**src/rtl/ysyx_24110015_axi_uart_pkg.sv**
```systemverilog
// Shared definitions for the AXI4-Lite console UART.
// Holds the register offsets, AXI response codes, the three FSM state
// encodings and two small decode helpers used by the top level.
package ysyx_24110015_uart_pkg;

    localparam logic [3:0] REG_TXDATA = 4'h0;
    localparam logic [3:0] REG_STATUS = 4'h4;
    localparam logic [3:0] REG_DIV    = 4'h8;

    localparam logic [1:0] RESP_OKAY   = 2'b00;
    localparam logic [1:0] RESP_SLVERR = 2'b10;
    localparam logic [1:0] RESP_DECERR = 2'b11;

    typedef enum logic [1:0] {W_IDLE, W_WAIT_DATA, W_WAIT_ADDR, W_RESP} w_state_e;
    typedef enum logic       {R_IDLE, R_RESP}                           r_state_e;
    typedef enum logic [1:0] {T_IDLE, T_START, T_DATA, T_STOP}          t_state_e;

    // 0xC is unmapped and anything not word aligned is rejected.
    function automatic logic addr_invalid(input logic [3:0] addr);
        return (addr[1:0] != 2'b00) || (addr == 4'hC);
    endfunction

    function automatic logic [31:0] merge_strb(input logic [31:0] old_val,
                                               input logic [31:0] new_val,
                                               input logic [3:0]  strb);
        logic [31:0] res;
        res = old_val;
        for (int i = 0; i < 4; i++) begin
            if (strb[i]) res[i*8 +: 8] = new_val[i*8 +: 8];
        end
        return res;
    endfunction

endpackage

```
**src/rtl/ysyx_24110015_axi_uart_if.sv**
```systemverilog
// AXI4-Lite channel bundle: 32-bit address/data, 4-bit write strobe,
// 2-bit responses. slave modport for the UART, master modport for the
// requester side.
interface axi_if;
    logic [31:0] awaddr;
    logic        awvalid;
    logic        awready;
    logic [31:0] wdata;
    logic [3:0]  wstrb;
    logic        wvalid;
    logic        wready;
    logic [1:0]  bresp;
    logic        bvalid;
    logic        bready;
    logic [31:0] araddr;
    logic        arvalid;
    logic        arready;
    logic [31:0] rdata;
    logic [1:0]  rresp;
    logic        rvalid;
    logic        rready;

    modport slave (
        input  awaddr, awvalid, wdata, wstrb, wvalid, bready, araddr, arvalid, rready,
        output awready, wready, bresp, bvalid, arready, rdata, rresp, rvalid
    );

    modport master (
        output awaddr, awvalid, wdata, wstrb, wvalid, bready, araddr, arvalid, rready,
        input  awready, wready, bresp, bvalid, arready, rdata, rresp, rvalid
    );
endinterface

```
**src/rtl/ysyx_24110015_axi_uart_fifo.sv**
```systemverilog
// Synchronous FIFO used as the UART TX queue.
// Ports: clk, rst (sync, active high), push/din, pop/dout (dout shows the
// head entry combinationally), full, empty, count (0..DEPTH).
// A push while full is dropped even if a pop happens in the same cycle.
module ysyx_24110015_SyncFifo #(
    parameter int WIDTH = 8,
    parameter int DEPTH = 16
) (
    input  logic                     clk,
    input  logic                     rst,
    input  logic                     push,
    input  logic [WIDTH-1:0]         din,
    input  logic                     pop,
    output logic [WIDTH-1:0]         dout,
    output logic                     full,
    output logic                     empty,
    output logic [$clog2(DEPTH):0]   count
);
    localparam int AW = $clog2(DEPTH);

    logic [WIDTH-1:0] mem_q [DEPTH];
    logic [AW-1:0]    wr_ptr_q, wr_ptr_d, rd_ptr_q, rd_ptr_d;
    logic [AW:0]      count_q, count_d;
    logic             do_push, do_pop;

    assign full    = (count_q == (AW+1)'(DEPTH));
    assign empty   = (count_q == '0);
    assign count   = count_q;
    assign dout    = mem_q[rd_ptr_q];
    assign do_push = push && !full;
    assign do_pop  = pop && !empty;

    always_comb begin
        wr_ptr_d = wr_ptr_q;
        rd_ptr_d = rd_ptr_q;
        count_d  = count_q;
        if (do_push) wr_ptr_d = wr_ptr_q + 1'b1;
        if (do_pop)  rd_ptr_d = rd_ptr_q + 1'b1;
        case ({do_push, do_pop})
            2'b10:   count_d = count_q + 1'b1;
            2'b01:   count_d = count_q - 1'b1;
            default: count_d = count_q;
        endcase
    end

    always_ff @(posedge clk) begin
        if (rst) begin
            wr_ptr_q <= '0;
            rd_ptr_q <= '0;
            count_q  <= '0;
        end else begin
            wr_ptr_q <= wr_ptr_d;
            rd_ptr_q <= rd_ptr_d;
            count_q  <= count_d;
        end
    end

    // Storage carries no reset; the pointers define what is valid.
    always_ff @(posedge clk) begin
        if (do_push) mem_q[wr_ptr_q] <= din;
    end

endmodule

```
**src/rtl/ysyx_24110015_axi_uart.sv**
```systemverilog
// AXI4-Lite console UART (transmit only) with TX FIFO and 8N1 output.
// Ports: clk, rst (sync, active high), axi (AXI4-Lite slave), uart_tx
// (serial out, idle high).
// Registers: 0x0 TXDATA (W push), 0x4 STATUS (R), 0x8 DIV (R/W).
//
// state       | meaning
// W_IDLE      | ready for AW and W
// W_WAIT_DATA | AW taken, waiting for W
// W_WAIT_ADDR | W taken, waiting for AW
// W_RESP      | holding bvalid/bresp until bready
// R_IDLE      | ready for AR
// R_RESP      | holding rvalid/rdata/rresp until rready
// T_IDLE      | line idle high, waiting for FIFO data
// T_START     | start bit (0)
// T_DATA      | 8 data bits, LSB first
// T_STOP      | stop bit (1)
module ysyx_24110015_axi_uart
    import ysyx_24110015_uart_pkg::*;
#(
    parameter int FIFO_DEPTH = 16,
    parameter int DIV_WIDTH  = 16,
    parameter int DIV_RESET  = 16
) (
    input  logic clk,
    input  logic rst,
    axi_if.slave axi,
    output logic uart_tx
);
    localparam int CNT_W = $clog2(FIFO_DEPTH) + 1;

    w_state_e w_state_q, w_state_d;
    r_state_e r_state_q, r_state_d;
    t_state_e t_state_q, t_state_d;

    logic [3:0]           aw_addr_q, aw_addr_d;
    logic [31:0]          w_data_q, w_data_d;
    logic [3:0]           w_strb_q, w_strb_d;
    logic [1:0]           bresp_q, bresp_d, rresp_q, rresp_d;
    logic [31:0]          rdata_q, rdata_d;
    logic [DIV_WIDTH-1:0] div_q, div_d, frame_div_q, frame_div_d, baud_cnt_q, baud_cnt_d;
    logic [7:0]           shift_q, shift_d;
    logic [2:0]           bit_idx_q, bit_idx_d;

    logic                 wr_fire, start_frame, tx_busy, baud_tc;
    logic [3:0]           wr_addr;
    logic [31:0]          wr_data, merged_div;
    logic [3:0]           wr_strb;
    logic [DIV_WIDTH-1:0] div_eff;
    logic                 fifo_push, fifo_pop, fifo_full, fifo_empty;
    logic [7:0]           fifo_dout;
    logic [CNT_W-1:0]     fifo_count;
    logic                 unused_addr_bits;

    assign unused_addr_bits = ^{axi.awaddr[31:4], axi.araddr[31:4]};

    ysyx_24110015_SyncFifo #(.WIDTH(8), .DEPTH(FIFO_DEPTH)) u_fifo (
        .clk(clk), .rst(rst), .push(fifo_push), .din(wr_data[7:0]), .pop(fifo_pop),
        .dout(fifo_dout), .full(fifo_full), .empty(fifo_empty), .count(fifo_count)
    );

    assign tx_busy    = (t_state_q != T_IDLE);
    assign div_eff    = (div_q == '0) ? DIV_WIDTH'(1) : div_q;
    assign baud_tc    = (baud_cnt_q == '0);
    assign merged_div = merge_strb(32'(div_q), wr_data, wr_strb);
    assign axi.bresp  = bresp_q;
    assign axi.rdata  = rdata_q;
    assign axi.rresp  = rresp_q;

    // Write channel; the register effect is applied on the final handshake.
    always_comb begin
        w_state_d   = w_state_q;
        aw_addr_d   = aw_addr_q;
        w_data_d    = w_data_q;
        w_strb_d    = w_strb_q;
        bresp_d     = bresp_q;
        div_d       = div_q;
        axi.awready = 1'b0;
        axi.wready  = 1'b0;
        axi.bvalid  = 1'b0;
        wr_fire     = 1'b0;
        fifo_push   = 1'b0;
        wr_addr     = aw_addr_q;
        wr_data     = w_data_q;
        wr_strb     = w_strb_q;
        case (w_state_q)
            W_IDLE: begin
                axi.awready = 1'b1;
                axi.wready  = 1'b1;
                if (axi.awvalid && axi.wvalid) begin
                    wr_fire   = 1'b1;
                    wr_addr   = axi.awaddr[3:0];
                    wr_data   = axi.wdata;
                    wr_strb   = axi.wstrb;
                    w_state_d = W_RESP;
                end else if (axi.awvalid) begin
                    aw_addr_d = axi.awaddr[3:0];
                    w_state_d = W_WAIT_DATA;
                end else if (axi.wvalid) begin
                    w_data_d  = axi.wdata;
                    w_strb_d  = axi.wstrb;
                    w_state_d = W_WAIT_ADDR;
                end
            end
            W_WAIT_DATA: begin
                axi.wready = 1'b1;
                if (axi.wvalid) begin
                    wr_fire   = 1'b1;
                    wr_data   = axi.wdata;
                    wr_strb   = axi.wstrb;
                    w_state_d = W_RESP;
                end
            end
            W_WAIT_ADDR: begin
                axi.awready = 1'b1;
                if (axi.awvalid) begin
                    wr_fire   = 1'b1;
                    wr_addr   = axi.awaddr[3:0];
                    w_state_d = W_RESP;
                end
            end
            W_RESP: begin
                axi.bvalid = 1'b1;
                if (axi.bready) w_state_d = W_IDLE;
            end
        endcase

        if (wr_fire) begin
            bresp_d = RESP_OKAY;
            if (addr_invalid(wr_addr)) begin
                bresp_d = RESP_DECERR;
            end else if (wr_addr == REG_TXDATA && wr_strb[0]) begin
                if (fifo_full) bresp_d = RESP_SLVERR;
                else           fifo_push = 1'b1;
            end else if (wr_addr == REG_DIV) begin
                div_d = merged_div[DIV_WIDTH-1:0];
            end
        end
    end

    // Read channel; response data is frozen at the AR handshake.
    always_comb begin
        r_state_d   = r_state_q;
        rdata_d     = rdata_q;
        rresp_d     = rresp_q;
        axi.arready = 1'b0;
        axi.rvalid  = 1'b0;
        case (r_state_q)
            R_IDLE: begin
                axi.arready = 1'b1;
                if (axi.arvalid) begin
                    r_state_d = R_RESP;
                    rdata_d   = '0;
                    rresp_d   = RESP_OKAY;
                    if (addr_invalid(axi.araddr[3:0])) begin
                        rresp_d = RESP_DECERR;
                    end else if (axi.araddr[3:0] == REG_STATUS) begin
                        rdata_d = {16'h0, 8'(fifo_count), 5'h0, tx_busy, fifo_empty, fifo_full};
                    end else if (axi.araddr[3:0] == REG_DIV) begin
                        rdata_d = 32'(div_q);
                    end
                end
            end
            R_RESP: begin
                axi.rvalid = 1'b1;
                if (axi.rready) r_state_d = R_IDLE;
            end
        endcase
    end

    // TX engine; baud_cnt counts down to 0 then the bit ends.
    always_comb begin
        t_state_d   = t_state_q;
        shift_d     = shift_q;
        bit_idx_d   = bit_idx_q;
        baud_cnt_d  = baud_tc ? frame_div_q - DIV_WIDTH'(1) : baud_cnt_q - DIV_WIDTH'(1);
        frame_div_d = frame_div_q;
        fifo_pop    = 1'b0;
        start_frame = 1'b0;
        case (t_state_q)
            T_IDLE: begin
                baud_cnt_d  = baud_cnt_q;
                start_frame = !fifo_empty;
            end
            T_START: begin
                if (baud_tc) begin
                    t_state_d = T_DATA;
                    bit_idx_d = 3'd0;
                end
            end
            T_DATA: begin
                if (baud_tc) begin
                    if (bit_idx_q == 3'd7) begin
                        t_state_d = T_STOP;
                    end else begin
                        bit_idx_d = bit_idx_q + 3'd1;
                        shift_d   = shift_q >> 1;
                    end
                end
            end
            T_STOP: begin
                if (baud_tc) begin
                    if (!fifo_empty) start_frame = 1'b1;
                    else             t_state_d   = T_IDLE;
                end
            end
        endcase
        if (start_frame) begin
            t_state_d   = T_START;
            fifo_pop    = 1'b1;
            shift_d     = fifo_dout;
            frame_div_d = div_eff;
            baud_cnt_d  = div_eff - DIV_WIDTH'(1);
        end
    end

    always_comb begin
        case (t_state_q)
            T_START: uart_tx = 1'b0;
            T_DATA:  uart_tx = shift_q[0];
            default: uart_tx = 1'b1;
        endcase
    end

    always_ff @(posedge clk) begin
        if (rst) begin
            w_state_q   <= W_IDLE;
            r_state_q   <= R_IDLE;
            t_state_q   <= T_IDLE;
            aw_addr_q   <= '0;
            w_data_q    <= '0;
            w_strb_q    <= '0;
            bresp_q     <= RESP_OKAY;
            rresp_q     <= RESP_OKAY;
            rdata_q     <= '0;
            div_q       <= DIV_WIDTH'(DIV_RESET);
            frame_div_q <= DIV_WIDTH'(1);
            baud_cnt_q  <= '0;
            shift_q     <= '0;
            bit_idx_q   <= '0;
        end else begin
            w_state_q   <= w_state_d;
            r_state_q   <= r_state_d;
            t_state_q   <= t_state_d;
            aw_addr_q   <= aw_addr_d;
            w_data_q    <= w_data_d;
            w_strb_q    <= w_strb_d;
            bresp_q     <= bresp_d;
            rresp_q     <= rresp_d;
            rdata_q     <= rdata_d;
            div_q       <= div_d;
            frame_div_q <= frame_div_d;
            baud_cnt_q  <= baud_cnt_d;
            shift_q     <= shift_d;
            bit_idx_q   <= bit_idx_d;
        end
    end

`ifdef YSYX_UART_PRINT
    // Console echo for simulation builds that define YSYX_UART_PRINT.
    always_ff @(posedge clk) begin
        if (fifo_push) $write("%c", wr_data[7:0]);
    end
`endif

endmodule

```
**src/flat_wrapper.sv**
```systemverilog
// flat-port wrapper written by rule: the top's interface ports become plain ports
module ysyx_24110015_axi_uart_flat import ysyx_24110015_uart_pkg::*;
#(
    parameter int FIFO_DEPTH = 16,
    parameter int DIV_WIDTH  = 16,
    parameter int DIV_RESET  = 16
)
  (clk, rst, uart_tx, axi_awaddr, axi_awvalid, axi_wdata, axi_wstrb, axi_wvalid, axi_bready, axi_araddr, axi_arvalid, axi_rready, axi_awready, axi_wready, axi_bresp, axi_bvalid, axi_arready, axi_rdata, axi_rresp, axi_rvalid);
  axi_if axi_i ();
  input  logic clk;
  input  logic rst;
  output logic uart_tx;
  input wire logic [$bits(axi_i.awaddr)-1:0] axi_awaddr;
  input wire logic [$bits(axi_i.awvalid)-1:0] axi_awvalid;
  input wire logic [$bits(axi_i.wdata)-1:0] axi_wdata;
  input wire logic [$bits(axi_i.wstrb)-1:0] axi_wstrb;
  input wire logic [$bits(axi_i.wvalid)-1:0] axi_wvalid;
  input wire logic [$bits(axi_i.bready)-1:0] axi_bready;
  input wire logic [$bits(axi_i.araddr)-1:0] axi_araddr;
  input wire logic [$bits(axi_i.arvalid)-1:0] axi_arvalid;
  input wire logic [$bits(axi_i.rready)-1:0] axi_rready;
  output wire logic [$bits(axi_i.awready)-1:0] axi_awready;
  output wire logic [$bits(axi_i.wready)-1:0] axi_wready;
  output wire logic [$bits(axi_i.bresp)-1:0] axi_bresp;
  output wire logic [$bits(axi_i.bvalid)-1:0] axi_bvalid;
  output wire logic [$bits(axi_i.arready)-1:0] axi_arready;
  output wire logic [$bits(axi_i.rdata)-1:0] axi_rdata;
  output wire logic [$bits(axi_i.rresp)-1:0] axi_rresp;
  output wire logic [$bits(axi_i.rvalid)-1:0] axi_rvalid;
  assign axi_i.awaddr = axi_awaddr;
  assign axi_i.awvalid = axi_awvalid;
  assign axi_i.wdata = axi_wdata;
  assign axi_i.wstrb = axi_wstrb;
  assign axi_i.wvalid = axi_wvalid;
  assign axi_i.bready = axi_bready;
  assign axi_i.araddr = axi_araddr;
  assign axi_i.arvalid = axi_arvalid;
  assign axi_i.rready = axi_rready;
  assign axi_awready = axi_i.awready;
  assign axi_wready = axi_i.wready;
  assign axi_bresp = axi_i.bresp;
  assign axi_bvalid = axi_i.bvalid;
  assign axi_arready = axi_i.arready;
  assign axi_rdata = axi_i.rdata;
  assign axi_rresp = axi_i.rresp;
  assign axi_rvalid = axi_i.rvalid;
  ysyx_24110015_axi_uart #(.FIFO_DEPTH(FIFO_DEPTH), .DIV_WIDTH(DIV_WIDTH), .DIV_RESET(DIV_RESET)) u_core (.clk(clk), .rst(rst), .axi(axi_i), .uart_tx(uart_tx));
endmodule
```
**config.mk**
```make
export PLATFORM = sky130hd
export DESIGN_NAME = ysyx_24110015_axi_uart_flat
export DESIGN_NICKNAME = d
export VERILOG_FILES = /design/src/rtl/ysyx_24110015_axi_uart_pkg.sv /design/src/rtl/ysyx_24110015_axi_uart_if.sv /design/src/rtl/ysyx_24110015_axi_uart_fifo.sv /design/src/rtl/ysyx_24110015_axi_uart.sv /design/src/flat_wrapper.sv
export SDC_FILE = /design/constraint.sdc
export NUM_CORES = 1
export LEC_CHECK = 0
export ABC_AREA = 0
export CORE_ASPECT_RATIO = 1.2
export CORE_MARGIN = 2
export CORE_UTILIZATION = 55
export CTS_CLUSTER_SIZE = 12
export DETAILED_ROUTE_END_ITERATION = 12
export PLACE_DENSITY = 0.8
export SYNTH_ARGS = -nofsm -noshare
export SYNTH_HDL_FRONTEND = slang
export SYNTH_SLANG_ARGS = --single-unit
export TNS_END_PERCENT = 30
```
**constraint.sdc**
```tcl
create_clock -name clk -period 5.1 [get_ports clk]
set_input_delay 0.765 -clock clk [delete_from_list [all_inputs] [get_ports clk]]
set_output_delay 0.765 -clock clk [all_outputs]
set_load 0.01 [all_outputs]
```
==> results.yml <==
timing:
  finalHoldViolations: 0
  fin_skew_ps: 23.49
  finalSetupViolations: 0
  max_slew_margin_pct: 25.47
  whs_ps: 456.6
  fin_ws_ps: 952.1
  fmax_ghz: 0.2411
  min_period_ps: 4148
  slew_viol_final: 0
  rsz0062_at_grt: "no"
  fin_tns_setup_ps: 0
  tightest_slew_ps: 1112
  fin_crit_sh_pct: 81.33
layout:
  drive_gt1_share_pct: 11.78
  layout.cells.non_filler: 1280
  fin_util_pct: 64.31
  register_area_um2: 6289
  antenna_cells: 0
  fin_nets: 1130
  nFillCells: 1437
  syn_to_final_growth_pct: 14.27
  multiInputGateArea_um2: 4434
global_routing:
  antenna_found_initial: 0
  grt.overflow.total: 0
  grt_pass1_wl_mm: 40.65
  grt.total_usage_pct: 24.31
  grt_pass1_vias: 7686
  grt_max_degree: 66
hold_path:
  worstHoldStart: "u_core.w_data_q[9]$_SDFFE_PP0P_"
  min-delay-path-class: "register to register"
synth:
  synth_warnings: 0
  synth.area.mux_share_pct: 10.40
  ys_types: 71
  synth_seq_cells: 250
  synth_top_family_by_area: "compound AO/OA/AOI/OAI gates"
  syn_inst: 952
  ys_top_cells_by_count: "edfxtp_1 (128), dfxtp_1 (122), nor2_1 (108)"
  ys_top_cells_by_area: "edfxtp_1 (35%), dfxtp_1 (22%), mux4_2 (8.1%)"
  synth_top_area_share_pct: 34.69
  synth-edff-count: 128
  yosys.area_share.simple_pct: 12.35
  synth_most_common_cell: "edfxtp_1"
  synthAdderAreaFrac_pct: 2.258
  synthFlopType: "edfxtp_1"
  avgSynthCellArea_um2: 11.64
  synth_compound_area_share_pct: 13.23
  async_flop_share_pct: 0
  synth-seq-area-share_pct: 56.73
  synth_xor_area_share_pct: 1.186
  yosysTopAreaCell: "edfxtp_1"
  syn_area_um2: 11080
worst_setup_path:
  path_buf_inv: 1
  worstPathArrival_ps: 4570
  cp-start-kind: "register"
  cpPeakStageDelay_ps: 600
  path_delay_family: "simple AND/OR/NAND/NOR gates"
  path_cells: "or4_4, o211a_2, a31oi_4, buf_4, nand2_1, nand2_1, ha_1, or4b_1, nor3_2, o21ai_1, or3b_1, a311oi_1"
  crit_path_max_fanout: 29
  worst_setup_path_end_kind: "register"
  r2r-start: "u_core.u_fifo.count[3]$_SDFFE_PP0P_"
  crit_path_top_delay_cell: "or4_4"
  cp-startpoint: "u_core.u_fifo.count[3]$_SDFFE_PP0P_"
  path_common_cell: "nand2_1"
  worstPathRequired_ps: 5520
  worstSetupPathType: "register to register"
die:
  start_util_pct: 56.28
  core_um2: 19690
  dieWidth_um: 133.6
  rows: 56
  chipHeight_um: 159.5
  ios: 149
  die-area_um2: 21300
pwr:
  powerDensity_nw_per_um2: 542.9
  p_leak_nw: 4.415
  ir_drop_mv: 0.3689
status:
  status: "finished clean"
clock_tree:
  holdBufCountCts: 0
  cts-buffers-inserted: 26
  insertion_delay_ps: 540
  clockRootBuffer: "clkbuf_16"
  cts_setup_buffers: 0
  htreeDepth: 1
  tritoncts: "done"
  path_clk_slew_ps: 60
  cts.repair.resized: 0
  clock_sinks: 250
  clockBufferDepth: 3
place:
  gp_congestion: 0.8772
  dp_hpwl_mm: 16.89
  port_buffers: 58
  pre_cts_ws_ps: 635.5
  dp.cells: 1236
detailed_routing:
  drc_errors: 0
  drt_iter0_markers: 689
  via_per_inst: 6.045
  routed_wl_mm: 26.01
  via_count: 7738
  ant_nets: 0
  wire_per_inst_um: 20.32
  first_pass_iters: 5
run:
  maxCapViolCount: 0
[final timing paths]
check | to | cells past startpoint | slack (ps)
hold reg to reg | u_core.w_data_q[9]$_SDFFE_PP0P_ | 2 | 460
hold / removal | u_core.w_data_q[9]$_SDFFE_PP0P_ | 2 | 460
setup reg to reg | u_core.baud_cnt_q[12]$_SDFFE_PP0P_ | 12 | 950
setup / recovery | u_core.baud_cnt_q[12]$_SDFFE_PP0P_ | 12 | 950
[power breakdown]
| part | internal (mW) | switching (mW) |
|---|---|---|
| Combinational | 1.03 | 1.57 |
| Sequential | 2.34 | 0.139 |
| Clock | 1.05 | 0.741 |
| Total | 4.42 | 2.45 |
[cell type report]
cell class                      count  area share [%]
Multi-Input combinational cell    624           35.02
Inverter                           22          0.6719
Clock inverter                      5          0.3854
Tap cell                          261           2.579
Sequential cell                   250           49.66
Timing Repair Buffer               79           5.810
Clock buffer                       39           5.870
[worst min-delay path, stage by stage, from the launching register on]
cell	delay [ps]
dfxtp_1	310
nand2_1	50
a21oi_1	50
[cells by family after synthesis]
kind of cell    Yosys count
flops                   250
simple gates            296
fa+ha+maj                20
buf+inv                  93
compound gates          212
mux                      65
xor+xnor                 15
other cells               1
[layout by cell type, fill, tap and decap left out, drive strengths merged, types with 6 or more instances in the layout]
cell type and count:
nor2 108, a22o 9, edfxtp 128, nand2b 6, clkdlybuf4s50 57, xor2 9, o211ai 6, mux2i 24
a21oi 71, a211o 6, o21ai 24, or3 10, xnor2 6, inv 21, a221oi 8, ha 20
nor4 9, a311oi 6, buf 22, dfxtp 122, conb 16, mux4 40, and2 7, a22oi 20
clkbuf 39, a211oi 16, nand2 97, nor3 25
[registers in the layout, indices dropped and copies added (netlist names), 3 cells and up, named ones only]
register,count
u_core.aw_addr_q,4
u_core.u_fifo.mem_q,128
u_core.baud_cnt_q,16
u_core.div_q,16
u_core.bit_idx_q,3
u_core.axi.rdata,16
u_core.frame_div_q,16
u_core.u_fifo.wr_ptr_q,4
u_core.u_fifo.count,5
u_core.u_fifo.rd_ptr_q,4
u_core.w_data_q,16
u_core.shift_q,8
[metal layers]
layer	routed length [um]	share of wire, %	vias up	track usage, %
met3	1246	4.8	55	3.470
met5	0	0	-	0
met1	10360	40	3814	30.43
met2	13540	52	251	42.71
met4	865	3.3	0	9.188
li1	-	-	3618	-
[per-stage QoR]
step	total power, mW	cell area [um2]
2_1_floorplan	4.443	11140
3_3_place_gp	5.006	11870
3_5_place_dp	5.085	11870
4_1_cts	6.875	12660
5_1_grt	7.244	12660
6_report	6.874	12660
(Power assumes the default switching activity.)
